[src/rtl/eight_to_three_irq_pkg.sv]
// -----------------------------------------------------------------------------
// eight_to_three_irq_pkg
// Shared constants and FSM state encoding for the 8-to-3 interrupt encoder.
//   N_LINES : number of request lines
//   CODE_W  : width of the presented line index
//   state_t : presentation FSM state (IDLE = 0, PRESENT = 1)
// -----------------------------------------------------------------------------
package eight_to_three_irq_pkg;

    localparam int N_LINES = 8;
    localparam int CODE_W  = 3;

    typedef enum logic {
        IDLE    = 1'b0,
        PRESENT = 1'b1
    } state_t;

endpackage

[src/rtl/sync_ffn.sv]
// -----------------------------------------------------------------------------
// sync_ffn
// Single-bit N-flop synchronizer for an asynchronous input. Every stage
// resets to 1 so an active-low request line reads as idle after reset.
// Ports:
//   clk : sampling clock
//   rst : asynchronous active-high reset (stages forced to 1)
//   d   : asynchronous input
//   q   : synchronized output (last stage)
// -----------------------------------------------------------------------------
module sync_ffn #(
    parameter int DEPTH = 2
) (
    input  logic clk,
    input  logic rst,
    input  logic d,
    output logic q
);

    logic [DEPTH-1:0] stages;

    always_ff @(posedge clk or posedge rst) begin
        if (rst) begin
            stages <= '1;
        end else begin
            stages <= {stages[DEPTH-2:0], d};
        end
    end

    assign q = stages[DEPTH-1];

endmodule

[src/rtl/eight_to_three_irq.sv]
// -----------------------------------------------------------------------------
// eight_to_three_irq
// Edge-triggered 8-line priority interrupt encoder with a present/acknowledge
// handshake and a cascade enable output.
//
// Ports:
//   CLK   : clock, all state updates on the rising edge
//   RST   : asynchronous active-high reset
//   IN_N  : asynchronous active-low request lines, bit 7 highest priority
//   EIN   : active-low enable; while high nothing new is presented
//   ACK   : acknowledge of the presented code
//   A,B,C : registered index of the presented line (A = MSB)
//   VALID : registered, high while A/B/C carries a presented code
//   EON   : registered active-low cascade enable for a lower-priority encoder
//   PEND  : registered pending-request bits
//
// Handshake: a code is presented by raising VALID with A/B/C on the same edge.
// A/B/C stay frozen while VALID is high. The code is retired on the first
// rising edge where VALID and ACK are both high; VALID then drops for at least
// one cycle before the next code. ACK while VALID is low has no effect.
//
// SYNC_STAGES must be 2 or 3.
// -----------------------------------------------------------------------------
module eight_to_three_irq
    import eight_to_three_irq_pkg::*;
#(
    parameter int SYNC_STAGES = 2
) (
    input  logic                CLK,
    input  logic                RST,
    input  logic [N_LINES-1:0]  IN_N,
    input  logic                EIN,
    input  logic                ACK,
    output logic                A,
    output logic                B,
    output logic                C,
    output logic                VALID,
    output logic                EON,
    output logic [N_LINES-1:0]  PEND
);

    state_t              state;
    logic [CODE_W-1:0]   code_q;
    logic                valid_q;
    logic                eon_q;
    logic [N_LINES-1:0]  pend_q;

    logic [N_LINES-1:0]  synced;
    logic [N_LINES-1:0]  prev_synced;
    logic [N_LINES-1:0]  fall;
    logic [N_LINES-1:0]  clear_mask;
    logic [CODE_W-1:0]   top_idx;

    // One synchronizer per request line.
    for (genvar i = 0; i < N_LINES; i++) begin : g_sync
        sync_ffn #(
            .DEPTH (SYNC_STAGES)
        ) u_sync (
            .clk (CLK),
            .rst (RST),
            .d   (IN_N[i]),
            .q   (synced[i])
        );
    end

    // A request is the high-to-low transition only, so a line held low
    // produces a single request.
    assign fall = prev_synced & ~synced;

    // Index of the highest-priority pending line. Ascending scan so the last
    // set bit found (the highest index) wins.
    always_comb begin
        top_idx = '0;
        for (int i = 0; i < N_LINES; i++) begin
            if (pend_q[i]) begin
                top_idx = CODE_W'(i);
            end
        end
    end

    // Bit retired by an acknowledge of the presented code.
    always_comb begin
        clear_mask = '0;
        if (state == PRESENT && ACK) begin
            clear_mask[code_q] = 1'b1;
        end
    end

    always_ff @(posedge CLK or posedge RST) begin
        if (RST) begin
            state       <= IDLE;
            code_q      <= '0;
            valid_q     <= 1'b0;
            eon_q       <= 1'b1;
            pend_q      <= '0;
            prev_synced <= '1;
        end else begin
            prev_synced <= synced;
            // Clear applied before set: a fresh edge on the bit being
            // acknowledged keeps it pending.
            pend_q      <= (pend_q & ~clear_mask) | fall;
            // Cascade enable is low only when this encoder is enabled and has
            // nothing pending or presented.
            eon_q       <= ~(~EIN & ~(|pend_q) & ~valid_q);

            case (state)
                IDLE: begin
                    if (!EIN && (|pend_q)) begin
                        code_q  <= top_idx;
                        valid_q <= 1'b1;
                        state   <= PRESENT;
                    end
                end
                PRESENT: begin
                    // Code is frozen here; only ACK moves the FSM.
                    if (ACK) begin
                        valid_q <= 1'b0;
                        state   <= IDLE;
                    end
                end
            endcase
        end
    end

    assign A     = code_q[2];
    assign B     = code_q[1];
    assign C     = code_q[0];
    assign VALID = valid_q;
    assign EON   = eon_q;
    assign PEND  = pend_q;

endmodule

[config.mk]
export PLATFORM = sky130hd
export DESIGN_NAME = eight_to_three_irq
export DESIGN_NICKNAME = d
export VERILOG_FILES = /design/src/rtl/eight_to_three_irq_pkg.sv /design/src/rtl/sync_ffn.sv /design/src/rtl/eight_to_three_irq.sv
export SDC_FILE = /design/constraint.sdc
export NUM_CORES = 1
export LEC_CHECK = 0
export ABC_AREA = 1
export CAP_MARGIN = 20
export CORE_UTILIZATION = 49
export DETAILED_ROUTE_END_ITERATION = 6
export PLACE_DENSITY = 0.76
export SKIP_CTS_REPAIR_TIMING = 1
export SYNTH_ARGS = -nofsm -noshare
export SYNTH_HDL_FRONTEND = slang
export SYNTH_SLANG_ARGS = --single-unit
export TNS_END_PERCENT = 50
[constraint.sdc]
create_clock -name CLK -period 1.1 [get_ports CLK]
set_input_delay 0.165 -clock CLK [delete_from_list [all_inputs] [get_ports CLK]]
set_output_delay 0.165 -clock CLK [all_outputs]
set_load 0.1 [all_outputs]
==> results of run 1 <==
==> state kept, by name, indices dropped and copies added, names as in the netlist <==
register,cells
code_q,3
prev_synced,8
PEND,8
g_sync.u_sync.stages,16
state,1
EON,1
VALID,1
==> logic make-up (layout without fill, tap and decap cells) <==
group | Yosys count | count (layout) | synth area share (%)
compound gates | 21 | 21 | 8.09
flops | 38 | 38 | 75.6
buf+inv | 19 | 71 | 5.49
simple gates | 30 | 30 | 10.8
==> through the flow <==
stage	hold WS [ps]	cells
after floorplan	169	108
after global placement	346	176
after detailed placement	349	176
after CTS	148	184
after global routing	163	190
final	149	190
==> area by class of cell <==
class	count	area [sq um]	area share [%]
timing repair buffer	44	578	27.3
sequential	38	1020	48.3
multi-input combinational	51	325	15.4
inverter	19	73.8	3.49
tap	30	37.5	1.77
clock buffer	8	78.8	3.72
==> per-layer routing <==
metal | global-route usage (%) | vias up
li1 | - | 437
met1 | 23.0 | 471
met2 | 31.7 | 39
met3 | 8.62 | 15
met4 | 9.65 | 0
met5 | 0 | -
==> how the worst min path moves through the flow <==
stage                                            to
3_5_place_dp   g_sync[3].u_sync.stages[1]$_DFF_PP1_
2_1_floorplan  g_sync[0].u_sync.stages[0]$_DFF_PP1_
4_1_cts                           PEND[2]$_DFF_PP0_
3_3_place_gp   g_sync[0].u_sync.stages[1]$_DFF_PP1_
6_report                          PEND[2]$_DFF_PP0_
5_1_grt                           PEND[6]$_DFF_PP0_
==> worst reg2reg max path: cells and delay by family, from the launching register on <==
kind,cells,cell delay (ps)
compound gates,1,70
simple gates,5,450
buf+inv,1,130
flops,1,520
==> cells in the mapped netlist <==
master   number
dfstp_2      25
inv_1        19
dfrtp_1      13
nor2_2        3
nand2_1      19
o21ai_0       9
nand3_1       2
or2_4         1
nor2_1        3
nand3_2       2
o21ai_1      12
==> power groups by stage <==
| stage | Combinational [W] | Sequential, W | Clock [W] |
|---|---|---|---|
| 5_1_grt | 0.00158 | 0.00173 | 0.000976 |
| 4_1_cts | 0.00132 | 0.00171 | 0.000901 |
| 2_1_floorplan | 0.000187 | 0.00227 | 0 |
| 3_5_place_dp | 0.00132 | 0.00173 | 0 |
| 6_report | 0.00151 | 0.00172 | 0.000870 |
| 3_3_place_gp | 0.00130 | 0.00172 | 0 |
==> metrics.txt, run 1 <==
# TYPE chip_impl_metric gauge
chip_impl_info{name="status",value="finished with violations"} 1
chip_impl_info{name="failed_checks",value="setup timing"} 1
chip_impl_info{name="worstReg2RegEnd",value="code_q[1]$_DFFE_PP0P_"} 1
chip_impl_metric{name="met1_length",unit="mm"} 1.07
chip_impl_info{name="final_cell_mix",value="dfstp_2, inv_1, nand2_1, o21ai_1, buf_12"} 1
chip_impl_metric{name="synth-seq-cells",unit=""} 38
chip_impl_metric{name="design.portCount",unit=""} 25
chip_impl_metric{name="arrival_time_reported_for_the_critical_path_endpoint",unit="ps"} 1160
chip_impl_metric{name="core.rowCount",unit=""} 18
chip_impl_metric{name="power.total",unit="W"} 0.00410
chip_impl_metric{name="irDropWorstVdd",unit="V"} 0.00162
chip_impl_info{name="cp-start-kind",value="register"} 1
chip_impl_info{name="cp-endpoint",value="PEND[1]"} 1
chip_impl_metric{name="worst_r2r_path_depth",unit=""} 7
chip_impl_metric{name="grt_first_pass_wirelength",unit="mm"} 3.77
chip_impl_info{name="critical_path.endpoint_type",value="primary output"} 1
chip_impl_metric{name="report.final.setup_viol",unit=""} 24
chip_impl_metric{name="finalWeightedCongestion",unit=""} 0.841
chip_impl_metric{name="final_core_util",unit="%"} 84.7
chip_impl_metric{name="wl",unit="mm"} 2.77
chip_impl_metric{name="postSynthAreaPerCell",unit="sq um"} 12.0
chip_impl_info{name="highest_layer",value="met4"} 1
chip_impl_metric{name="wire_per_inst",unit="um"} 14.6
chip_impl_metric{name="cp_data_required_time",unit="ps"} 940
chip_impl_metric{name="diodes",unit=""} 0
chip_impl_metric{name="cts_sinks",unit=""} 38
chip_impl_metric{name="finish.net_count",unit=""} 171
chip_impl_metric{name="synthDistinctLibCells",unit=""} 11
chip_impl_metric{name="worst-path-stages",unit=""} 2
chip_impl_metric{name="powerDensity",unit="nW/um^2"} 1940
chip_impl_metric{name="area_growth",unit="%"} 63.0
chip_impl_metric{name="mappedNetlistNets",unit=""} 120
chip_impl_info{name="rr_startpoint",value="PEND[1]$_DFF_PP0_"} 1
chip_impl_info{name="timing.setup.critical_path_class",value="register to primary output"} 1
chip_impl_metric{name="share_clk_of_total_power",unit="%"} 21.2
chip_impl_metric{name="route.vias.total",unit=""} 962
chip_impl_metric{name="clock_path_buffers",unit=""} 2
chip_impl_metric{name="die_w",unit="um"} 53.5
chip_impl_metric{name="layout_min_cycle_time",unit="ps"} 1330
chip_impl_info{name="netlist.top_cell.by_area",value="dfstp_2"} 1
chip_impl_metric{name="max_freq",unit="GHz"} 0.754
chip_impl_metric{name="fin_worst_skew",unit="ps"} 16.3
chip_impl_metric{name="rel_slew_slack",unit="%"} 80.4
chip_impl_metric{name="portBuffers",unit=""} 24
chip_impl_metric{name="worst-path-max-fanout",unit=""} 3
chip_impl_metric{name="final.fill_count",unit=""} 118
chip_impl_metric{name="proportion_of_power_drawn_by_flip_flops_and_latches",unit="%"} 41.9
chip_impl_metric{name="grt_max_degree",unit=""} 39
chip_impl_metric{name="final-hold-violation-count",unit=""} 0
chip_impl_metric{name="p_comb_share",unit="%"} 36.9
chip_impl_metric{name="die-area",unit="sq um"} 2860
chip_impl_metric{name="ant_nets",unit=""} 0
chip_impl_metric{name="grt_util_all_layers",unit="%"} 20.0
chip_impl_metric{name="critPathMaxStageDelay",unit="ps"} 520
chip_impl_metric{name="post_drt_via_cell_ratio",unit=""} 5.06
chip_impl_info{name="layout.cells.most_common",value="dfstp_2"} 1
chip_impl_metric{name="antenna_found_initial",unit=""} 0
chip_impl_metric{name="netSwitchingPower",unit="W"} 0.00146
chip_impl_info{name="critical-path-slowest-cell",value="dfrtp_4"} 1
chip_impl_metric{name="dr_wl_met2",unit="mm"} 1.42
chip_impl_metric{name="post-synth-top-area-fraction",unit="%"} 50.6
chip_impl_info{name="cts_tree",value="built"} 1
chip_impl_metric{name="clk_latency",unit="ps"} 350
chip_impl_metric{name="numCtsBuffers",unit=""} 5
chip_impl_info{name="post_synth_main_area_contributors",value="dfstp_2, dfrtp_1, inv_1, nand2_1, o21ai_1"} 1
chip_impl_metric{name="met3_length",unit="um"} 137
chip_impl_metric{name="hpwl",unit="mm"} 1.70
chip_impl_metric{name="ctsHtreeMaxLevel",unit=""} 2
chip_impl_info{name="setup_repair_after_global_routing_missed_its_margin",value="yes"} 1
chip_impl_info{name="critical-path-top-delay-family",value="flip-flops"} 1
chip_impl_metric{name="globalRouteOverflowTotal",unit=""} 0
chip_impl_info{name="crit_path_cell_trace",value="buf_6 > buf_12"} 1
chip_impl_metric{name="worst_slack",unit="ps"} -226
chip_impl_metric{name="mappedNetlistArea",unit="sq um"} 1300
chip_impl_metric{name="maxCapViolCount",unit=""} 0
chip_impl_metric{name="intPower",unit="W"} 0.00264
chip_impl_metric{name="min_period_over_period",unit="%"} 121
chip_impl_metric{name="tightestPinTransition",unit="ps"} 294
chip_impl_metric{name="initial_cell_density_of_the_core",unit="%"} 52.0
chip_impl_metric{name="first_pass_iters",unit=""} 4
chip_impl_metric{name="p_leak",unit="nW"} 0.931
chip_impl_metric{name="finalInstanceArea",unit="sq um"} 2120
chip_impl_metric{name="reg2reg_setup_slack",unit="ps"} -180
chip_impl_metric{name="postPlaceCellArea",unit="sq um"} 1880
chip_impl_metric{name="grt_pass1_vias",unit=""} 875
chip_impl_metric{name="ys.warnings.count",unit=""} 0
chip_impl_metric{name="height_of_the_die",unit="um"} 53.5
chip_impl_info{name="class_of_the_most_critical_hold_timing_path",value="input pin to async pin"} 1
chip_impl_metric{name="post-route-drc-count",unit=""} 0
chip_impl_metric{name="detailedRoute.firstIterationViolations",unit=""} 14
chip_impl_info{name="critical_path_origin",value="PEND[1]$_DFF_PP0_"} 1
chip_impl_metric{name="slew_viol_final",unit=""} 0
chip_impl_metric{name="switching_share",unit="%"} 35.7
chip_impl_info{name="cts_root_buf",value="clkbuf_4"} 1
chip_impl_metric{name="yosysSeqAreaShare",unit="%"} 75.6
chip_impl_metric{name="pre_cts_slack",unit="ps"} -223
chip_impl_metric{name="synth_cells",unit=""} 108
chip_impl_metric{name="worst_setup_hold_path_clk_slew",unit="ps"} 120
chip_impl_metric{name="final_layout_size_suffix_gt1_share",unit="%"} 58.8
chip_impl_metric{name="worstPathBufferInverterCount",unit=""} 2
chip_impl_metric{name="totalNegativeSetupSlack",unit="ps"} -3470
chip_impl_metric{name="design.core.area",unit="sq um"} 2500
(Power assumes the default switching activity.)
==> run 2, diff against run 1 <==
- CTS_CLUSTER_SIZE: unset -> 16
==> results of run 2 <==
No change in the layout: final DEF, timing and power equal those of run 1.
==> run 3, diff against run 2 <==
- ABC_CLOCK_PERIOD_IN_PS: unset -> 1100
- CORE_UTILIZATION: 49 -> 52
- CTS_BUF_LIST: unset -> sky130_fd_sc_hd__clkbuf_4
- PLACE_DENSITY: 0.76 -> 0.8
==> run 3 against run 2 <==
Compared with the run above:
- the run still ends with setup timing left
- global-route usage grew 5.0 points
- final area shrank 1.7%
- die area down 5.6%
- worst setup slack got worse by 14 ps
- sequential share of layout area up 0.87 points
- hold slack improved by 5.6 ps
==> metrics.txt, run 3 (same netlist as run 1, synthesis figures left out) <==
# TYPE chip_impl_metric gauge
chip_impl_metric{name="grt_pass1_vias",unit=""} 956
chip_impl_metric{name="power.total",unit="W"} 0.00437
chip_impl_metric{name="area_growth",unit="%"} 60.3
chip_impl_info{name="cp-start-kind",value="register"} 1
chip_impl_metric{name="ctsHtreeMaxLevel",unit=""} 2
chip_impl_metric{name="ant_nets",unit=""} 0
chip_impl_metric{name="final_core_util",unit="%"} 91.5
chip_impl_metric{name="numCtsBuffers",unit=""} 5
chip_impl_metric{name="final_layout_size_suffix_gt1_share",unit="%"} 59.9
chip_impl_metric{name="core.rowCount",unit=""} 17
chip_impl_metric{name="slew_viol_final",unit=""} 0
chip_impl_metric{name="max_freq",unit="GHz"} 0.746
chip_impl_metric{name="grt_max_degree",unit=""} 39
chip_impl_metric{name="worst_slack",unit="ps"} -240
chip_impl_metric{name="netSwitchingPower",unit="W"} 0.00153
chip_impl_metric{name="grt_first_pass_wirelength",unit="mm"} 4.49
chip_impl_metric{name="post-route-drc-count",unit=""} 0
chip_impl_metric{name="fin_worst_hold_slack",unit="ps"} 154
chip_impl_metric{name="final-hold-violation-count",unit=""} 0
chip_impl_metric{name="height_of_the_die",unit="um"} 52.0
chip_impl_metric{name="globalRouteOverflowTotal",unit=""} 0
chip_impl_metric{name="reg2reg_setup_slack",unit="ps"} -220
chip_impl_info{name="setup_repair_after_global_routing_missed_its_margin",value="yes"} 1
chip_impl_metric{name="initial_cell_density_of_the_core",unit="%"} 57.1
chip_impl_metric{name="cts_sinks",unit=""} 38
chip_impl_metric{name="finish.net_count",unit=""} 168
chip_impl_metric{name="powerDensity",unit="nW/um^2"} 2100
chip_impl_metric{name="clock_path_buffers",unit=""} 2
chip_impl_metric{name="fin_worst_skew",unit="ps"} 23.0
chip_impl_metric{name="share_clk_of_total_power",unit="%"} 26.7
chip_impl_metric{name="largest_register_ff_count",unit=""} 16
chip_impl_info{name="failed_checks",value="setup timing"} 1
chip_impl_metric{name="min_period_over_period",unit="%"} 122
chip_impl_metric{name="hpwl",unit="mm"} 1.89
chip_impl_metric{name="irDropWorstVdd",unit="V"} 0.00225
chip_impl_info{name="cts_root_buf",value="clkbuf_4"} 1
chip_impl_metric{name="diodes",unit=""} 0
chip_impl_metric{name="wl",unit="mm"} 3.64
chip_impl_info{name="worstReg2RegEnd",value="code_q[1]$_DFFE_PP0P_"} 1
chip_impl_info{name="cts_tree",value="built"} 1
chip_impl_metric{name="antenna_found_initial",unit=""} 0
chip_impl_metric{name="first_pass_iters",unit=""} 4
chip_impl_metric{name="p_comb_share",unit="%"} 33.2
chip_impl_metric{name="portBuffers",unit=""} 24
chip_impl_metric{name="design.portCount",unit=""} 25
chip_impl_info{name="class_of_the_most_critical_hold_timing_path",value="input pin to async pin"} 1
chip_impl_metric{name="final.fill_count",unit=""} 79
chip_impl_info{name="registers.top_by_ff_count",value="g_sync.u_sync.stages"} 1
chip_impl_info{name="critical_path.endpoint_type",value="primary output"} 1
chip_impl_metric{name="p_leak",unit="nW"} 0.922
chip_impl_metric{name="grt_util_all_layers",unit="%"} 25.0
chip_impl_metric{name="tightestPinTransition",unit="ps"} 289
chip_impl_metric{name="worst_r2r_path_depth",unit=""} 5
chip_impl_info{name="layout.cells.most_common",value="dfstp_2"} 1
chip_impl_metric{name="maxCapViolCount",unit=""} 0
chip_impl_metric{name="switching_share",unit="%"} 35.0
chip_impl_metric{name="clk_latency",unit="ps"} 350
chip_impl_metric{name="worst-path-max-fanout",unit=""} 4
chip_impl_metric{name="layout_min_cycle_time",unit="ps"} 1340
chip_impl_metric{name="detailedRoute.firstIterationViolations",unit=""} 28
chip_impl_metric{name="route.vias.total",unit=""} 1033
chip_impl_metric{name="cp_data_required_time",unit="ps"} 940
chip_impl_metric{name="rel_slew_slack",unit="%"} 80.5
chip_impl_metric{name="report.final.setup_viol",unit=""} 26
chip_impl_metric{name="finalWeightedCongestion",unit=""} 0.820
chip_impl_metric{name="post_drt_via_cell_ratio",unit=""} 5.58
chip_impl_metric{name="wire_per_inst",unit="um"} 19.7
chip_impl_metric{name="arrival_time_reported_for_the_critical_path_endpoint",unit="ps"} 1170
chip_impl_info{name="rr_startpoint",value="PEND[2]$_DFF_PP0_"} 1
chip_impl_metric{name="pre_cts_slack",unit="ps"} -232
chip_impl_metric{name="worst_setup_hold_path_clk_slew",unit="ps"} 130
chip_impl_metric{name="totalNegativeSetupSlack",unit="ps"} -3660
chip_impl_metric{name="die-area",unit="sq um"} 2700
chip_impl_info{name="timing.setup.critical_path_class",value="register to primary output"} 1
chip_impl_info{name="final_cell_mix",value="dfstp_2, inv_1, nand2_1, buf_12"} 1
chip_impl_info{name="critical_path_origin",value="PEND[3]$_DFF_PP0_"} 1
chip_impl_metric{name="intPower",unit="W"} 0.00284
chip_impl_info{name="status",value="finished with violations"} 1
chip_impl_metric{name="die_w",unit="um"} 52.0
chip_impl_metric{name="proportion_of_power_drawn_by_flip_flops_and_latches",unit="%"} 40.1
chip_impl_metric{name="design.core.area",unit="sq um"} 2280
[run 3: how the worst max path moves through the flow]
stage | end | slack, ps | cells past startpoint
3_5_place_dp | code_q[1]$_DFFE_PP0P_ | -230 | 6
6_report | PEND[3] | -240 | 2
3_3_place_gp | PEND[4]$_DFF_PP0_ | -180 | 5
5_1_grt | PEND[3] | -260 | 2
2_1_floorplan | code_q[2]$_DFFE_PP0P_ | -150 | 6
4_1_cts | PEND[5] | -240 | 2
[run 3: area by class of cell]
| type | instances | area (sq um) | area share (%) |
|---|---|---|---|
| clock buffer | 5 | 37.5 | 1.80 |
| clock inverter | 3 | 63.8 | 3.06 |
| inverter | 19 | 71.3 | 3.43 |
| multi-input combinational | 51 | 309 | 14.8 |
| sequential | 38 | 1020 | 49.2 |
| tap | 28 | 35.0 | 1.68 |
| timing repair buffer | 41 | 541 | 26.0 |
[run 3: per-layer routing]
metal | part of all wire [%] | GRT usage, %
met1 | 38 | 26.2
met2 | 51 | 45.9
met3 | 5.1 | 5.26
met4 | 6.3 | 13.5
met5 | 0 | 0
[run 3: power groups by stage]
stage               Combinational (W)  Sequential, W  Clock, W
finish                        0.00145        0.00175   0.00117
global route                  0.00150        0.00176   0.00124
CTS                           0.00131        0.00172   0.00116
detailed placement            0.00130        0.00174         0
global placement              0.00127        0.00173         0
floorplan                    0.000187        0.00227         0
[run 3: stage by stage]
step / area [sq um] / instances
after floorplan: 1350 / 108
after global placement: 1870 / 173
after detailed placement: 1870 / 173
after CTS: 1970 / 181
after global routing: 2080 / 185
final: 2080 / 185
[run 3: critical path: stages (launching register included)]
cell and delay [ps]:
dfrtp_4 530, buf_6 130, buf_12 150
==> RTL edit 1 (config.mk and constraints of run 3) <==
Change the package constant `CODE_W` from 3 to 4.
--- a/src/rtl/eight_to_three_irq_pkg.sv
+++ b/src/rtl/eight_to_three_irq_pkg.sv
@@ -8,7 +8,7 @@
 package eight_to_three_irq_pkg;
 
     localparam int N_LINES = 8;
-    localparam int CODE_W  = 3;
+    localparam int CODE_W  = 4;
 
     typedef enum logic {
         IDLE    = 1'b0,
Function: no difference found for any inputs over 10 cycles, from zero or initial values and one cycle with RST high; that may be too few to reach the edited logic, so the function may still have changed.
==> RTL edit 1 against run 3 <==
  * The run still ends with negative setup slack left
  * Maximum frequency up 2.6%
  * Sequential share of layout area increased by 0.87 points
  * Synthesized cell count grew 0.93%
  * Final cell count unchanged
  * Sequential cell count stayed put
  * Clock power decreased by 43%
  * Wire length fell by 15%
  * Setup slack improved by 0.033 ns
  * First-iteration DRC count increased by 3.6%
  * Cell area is 1.9% lower
  * Power down 12%
  * Synthesized area rose by 0.19%
==> RTL edit 1: results <==
set metrics [dict create \
    outcome "finished, violations left" \
    violations "negative setup slack" \
    finalSetupViolations 23 \
    synth_area_leaders "dfstp_2 50%, dfrtp_1 25%, o21ai_1 6.2%" \
    setup_ws_ns -0.206 \
    p_comb_share_pct 37.9 \
    use_met2_pct 39.3 \
    worstMarginPinSlew_ns 0.242 \
    layout-drive-gt1-share_pct 58.6 \
    m1WireLength_mm 1.11 \
    startpoint "PEND[2]" \
    leakagePower_nw 0.907 \
    syn_inst 109 \
    reg2reg_depth 9 \
    grtUsageMet1_pct 24.3 \
    hold_slack_ns 0.217 \
    critPathTopFamily "simple AND/OR/NAND/NOR gates" \
    hpwl_mm 1.77 \
    async_reset_ff_share_pct 100 \
    clk_pin_slew_ns 0.11 \
    wl_met3_um 138 \
    dp_cells 174 \
    dr.pass1.iters 4 \
    use_met3_pct 8.19 \
    place_congestion 0.867 \
    final.setup.tns_ns -3.21 \
    powerClk_mw 0.669 \
    ys_seq_area_share_pct 75.5 \
    arrival_ns 1.56 \
    post_drt_wl_per_cell_um 16.8 \
    synth_nets 121 \
    place_worst_setup_slack_ns -0.261 \
    met2_length_mm 1.77 \
    synth_commonest_cells "25 x dfstp_2, 20 x inv_1, 20 x nand2_1" \
    grt_pass1_vias 922 \
    path_max_fanout 4 \
    antenna_found_initial 0 \
    crit_end "code_q[0]" \
    power.total_mw 3.86 \
    n_fill_cell 85 \
    viasPerCell 5.22 \
    vdd.ir_drop.worst_mv 1.85 \
    hold_class "input port to async pin" \
    grt_pass1_wl_mm 4.07 \
    clock_latency_ns 0.32 \
    clock_skew_ns 0.00754 \
    clockRootBuffer "clkbuf_4" \
    placed_area_mm2 0.00187 \
    track_usage_pct 22.8 \
    first_iter_violations 29 \
    synth_area_leader_cell "dfstp_2" \
    power.internal_mw 2.43 \
]
-- RTL edit 1: changes by cell type after synthesis --
| cell | before | now |
|---|---|---|
| nand3_1 | 2 | 1 |
| nand2_1 | 19 | 20 |
| o21ai_0 | 9 | 5 |
| inv_1 | 19 | 20 |
| o21ai_1 | 12 | 16 |
-- RTL edit 1: layout make-up --
cell class	instances	area (um^2)	area share, %
clock buffers	6	45.0	2.20
clock inverters	2	10.0	0.490
inverters	20	75.1	3.67
multi-input cells	51	314	15.4
flip-flops and latches	38	1020	50.1
well taps	28	35.0	1.71
repair buffers	40	541	26.5
-- RTL edit 1: logic make-up (layout without fill, tap and decap cells) --
logic type	after synthesis	count (layout)	synth area share (%)
flip-flops	38	38	75.5
AND/OR/NAND/NOR	30	30	10.7
AO/OA/AOI/OAI	21	21	8.08
buffers and inverters	20	68	5.77
==> RTL edit 2 (flow settings as in run 3) <==
Made on the original files. Reset style: synchronous (`RST` and `rst`), changed in 2 clocked blocks. Comments in the files are not updated.
--- a/src/rtl/sync_ffn.sv
+++ b/src/rtl/sync_ffn.sv
@@ -19,7 +19,7 @@
 
     logic [DEPTH-1:0] stages;
 
-    always_ff @(posedge clk or posedge rst) begin
+    always_ff @(posedge clk) begin
         if (rst) begin
             stages <= '1;
         end else begin
--- a/src/rtl/eight_to_three_irq.sv
+++ b/src/rtl/eight_to_three_irq.sv
@@ -86,7 +86,7 @@
         end
     end
 
-    always_ff @(posedge CLK or posedge RST) begin
+    always_ff @(posedge CLK) begin
         if (RST) begin
             state       <= IDLE;
             code_q      <= '0;
Check against the original RTL: differs if RST is asserted again (counterexample within 4 cycles, from zero or initial values and one cycle with RST high); with RST held inactive, the same outputs for 10 cycles.
==> RTL edit 2 against run 3 <==
  * Via count increased by 3.4%
  * Wire length decreased by 26%
  * Non-clock buffer count decreased by 8
  * Sequential power decreased by 13%
  * Sequential share of layout area decreased by 6.7 points
  * Setup slack improved by 0.21 ns
  * Power decreased by 32%
  * Largest cell class unchanged
  * Combinational power decreased by 49%
  * Sequential cell count unchanged
  * Cell area decreased by 8.9%
  * Clock power decreased by 40%
  * Die area increased by 0.19%
  * Critical endpoint is now code_q[0]
  * Synthesized area increased by 0.19%
  * The flow still finishes with violations (negative setup slack)
  * Maximum frequency increased by 19%
==> RTL edit 2: results <==
set metrics [dict create \
    multi_input_area_um2 479 \
    num_vias 1068 \
    fin_cells 217 \
    hold_class "input port to register" \
    use_met2_pct 41.0 \
    avgSynthCellArea_um2 8.62 \
    layout-drive-gt1-share_pct 38.1 \
    synth_commonest_cells "38 x dfxtp_1, 34 x nand2_1, 20 x inv_1" \
    n_fill_cell 125 \
    n_all_buffers 33 \
    clk_pin_slew_ns 0.11 \
    met2_length_mm 1.42 \
    synth_nets 163 \
    p_sw_share_pct 32.3 \
    violations "negative setup slack" \
    multi_input_gates 89 \
    yosys_most_used_dff "dfxtp_1" \
    m1WireLength_mm 1.09 \
    first_iter_violations 17 \
    use_met3_pct 7.89 \
    clock_tree_area_fraction_pct 3.10 \
    ff_latch_area_um2 807 \
    setup_ws_ns -0.0255 \
    vdd.ir_drop.worst_mv 1.47 \
    final.setup.tns_ns -0.0311 \
    num-nets-final 200 \
    critPathSlowestCell "dfxtp_4" \
    synth_area_leaders "dfxtp_1 58%, nand2_1 9.8%, or2_2 7.7%" \
    grtUsageMet1_pct 23.7 \
    clkbuf_count 6 \
    finalSetupViolations 2 \
    ys_types 20 \
    pg_comb_mw 0.736 \
    power.total_mw 2.97 \
    place_worst_setup_slack_ns -0.236 \
    max_stage_delay_ns 0.39 \
    clock_latency_ns 0.33 \
    critPathTopFamily "simple AND/OR/NAND/NOR gates" \
    outcome "finished, violations left" \
    synth_top_area_share_pct 58.5 \
    post_drt_wl_per_cell_um 12.5 \
    async_reset_ff_share_pct 0 \
]
-- RTL edit 2: cell types whose count changed after synthesis, moves of 3 or more --
cell,change
nor2_1,+4
dfrtp_1,-13
dfstp_2,-25
o21ai_0,-5
o31ai_1,+3
nand2_1,+15
dfxtp_1,+38
or2_2,+16
a21oi_1,+10
o21ai_1,-12
-- RTL edit 2: cell families after synthesis --
group | count (synthesis) | synth area share (%)
and+or+nand+nor | 68 | 24.4
DFF | 38 | 58.5
buffers and inverters | 24 | 7.02
AOI/OAI and AO/OA | 21 | 10.1
-- RTL edit 2: worst paths after layout --
path,from,to,slack (ns),cells after the start
hold reg to reg,g_sync[0].u_sync.stages[0],g_sync[0].u_sync.stages[1],0.42,1
setup / recovery,PEND[7],code_q[0],-0.03,6
setup reg to reg,PEND[7],code_q[0],-0.03,6
hold / removal,IN_N[2],g_sync[2].u_sync.stages[0],0.38,2
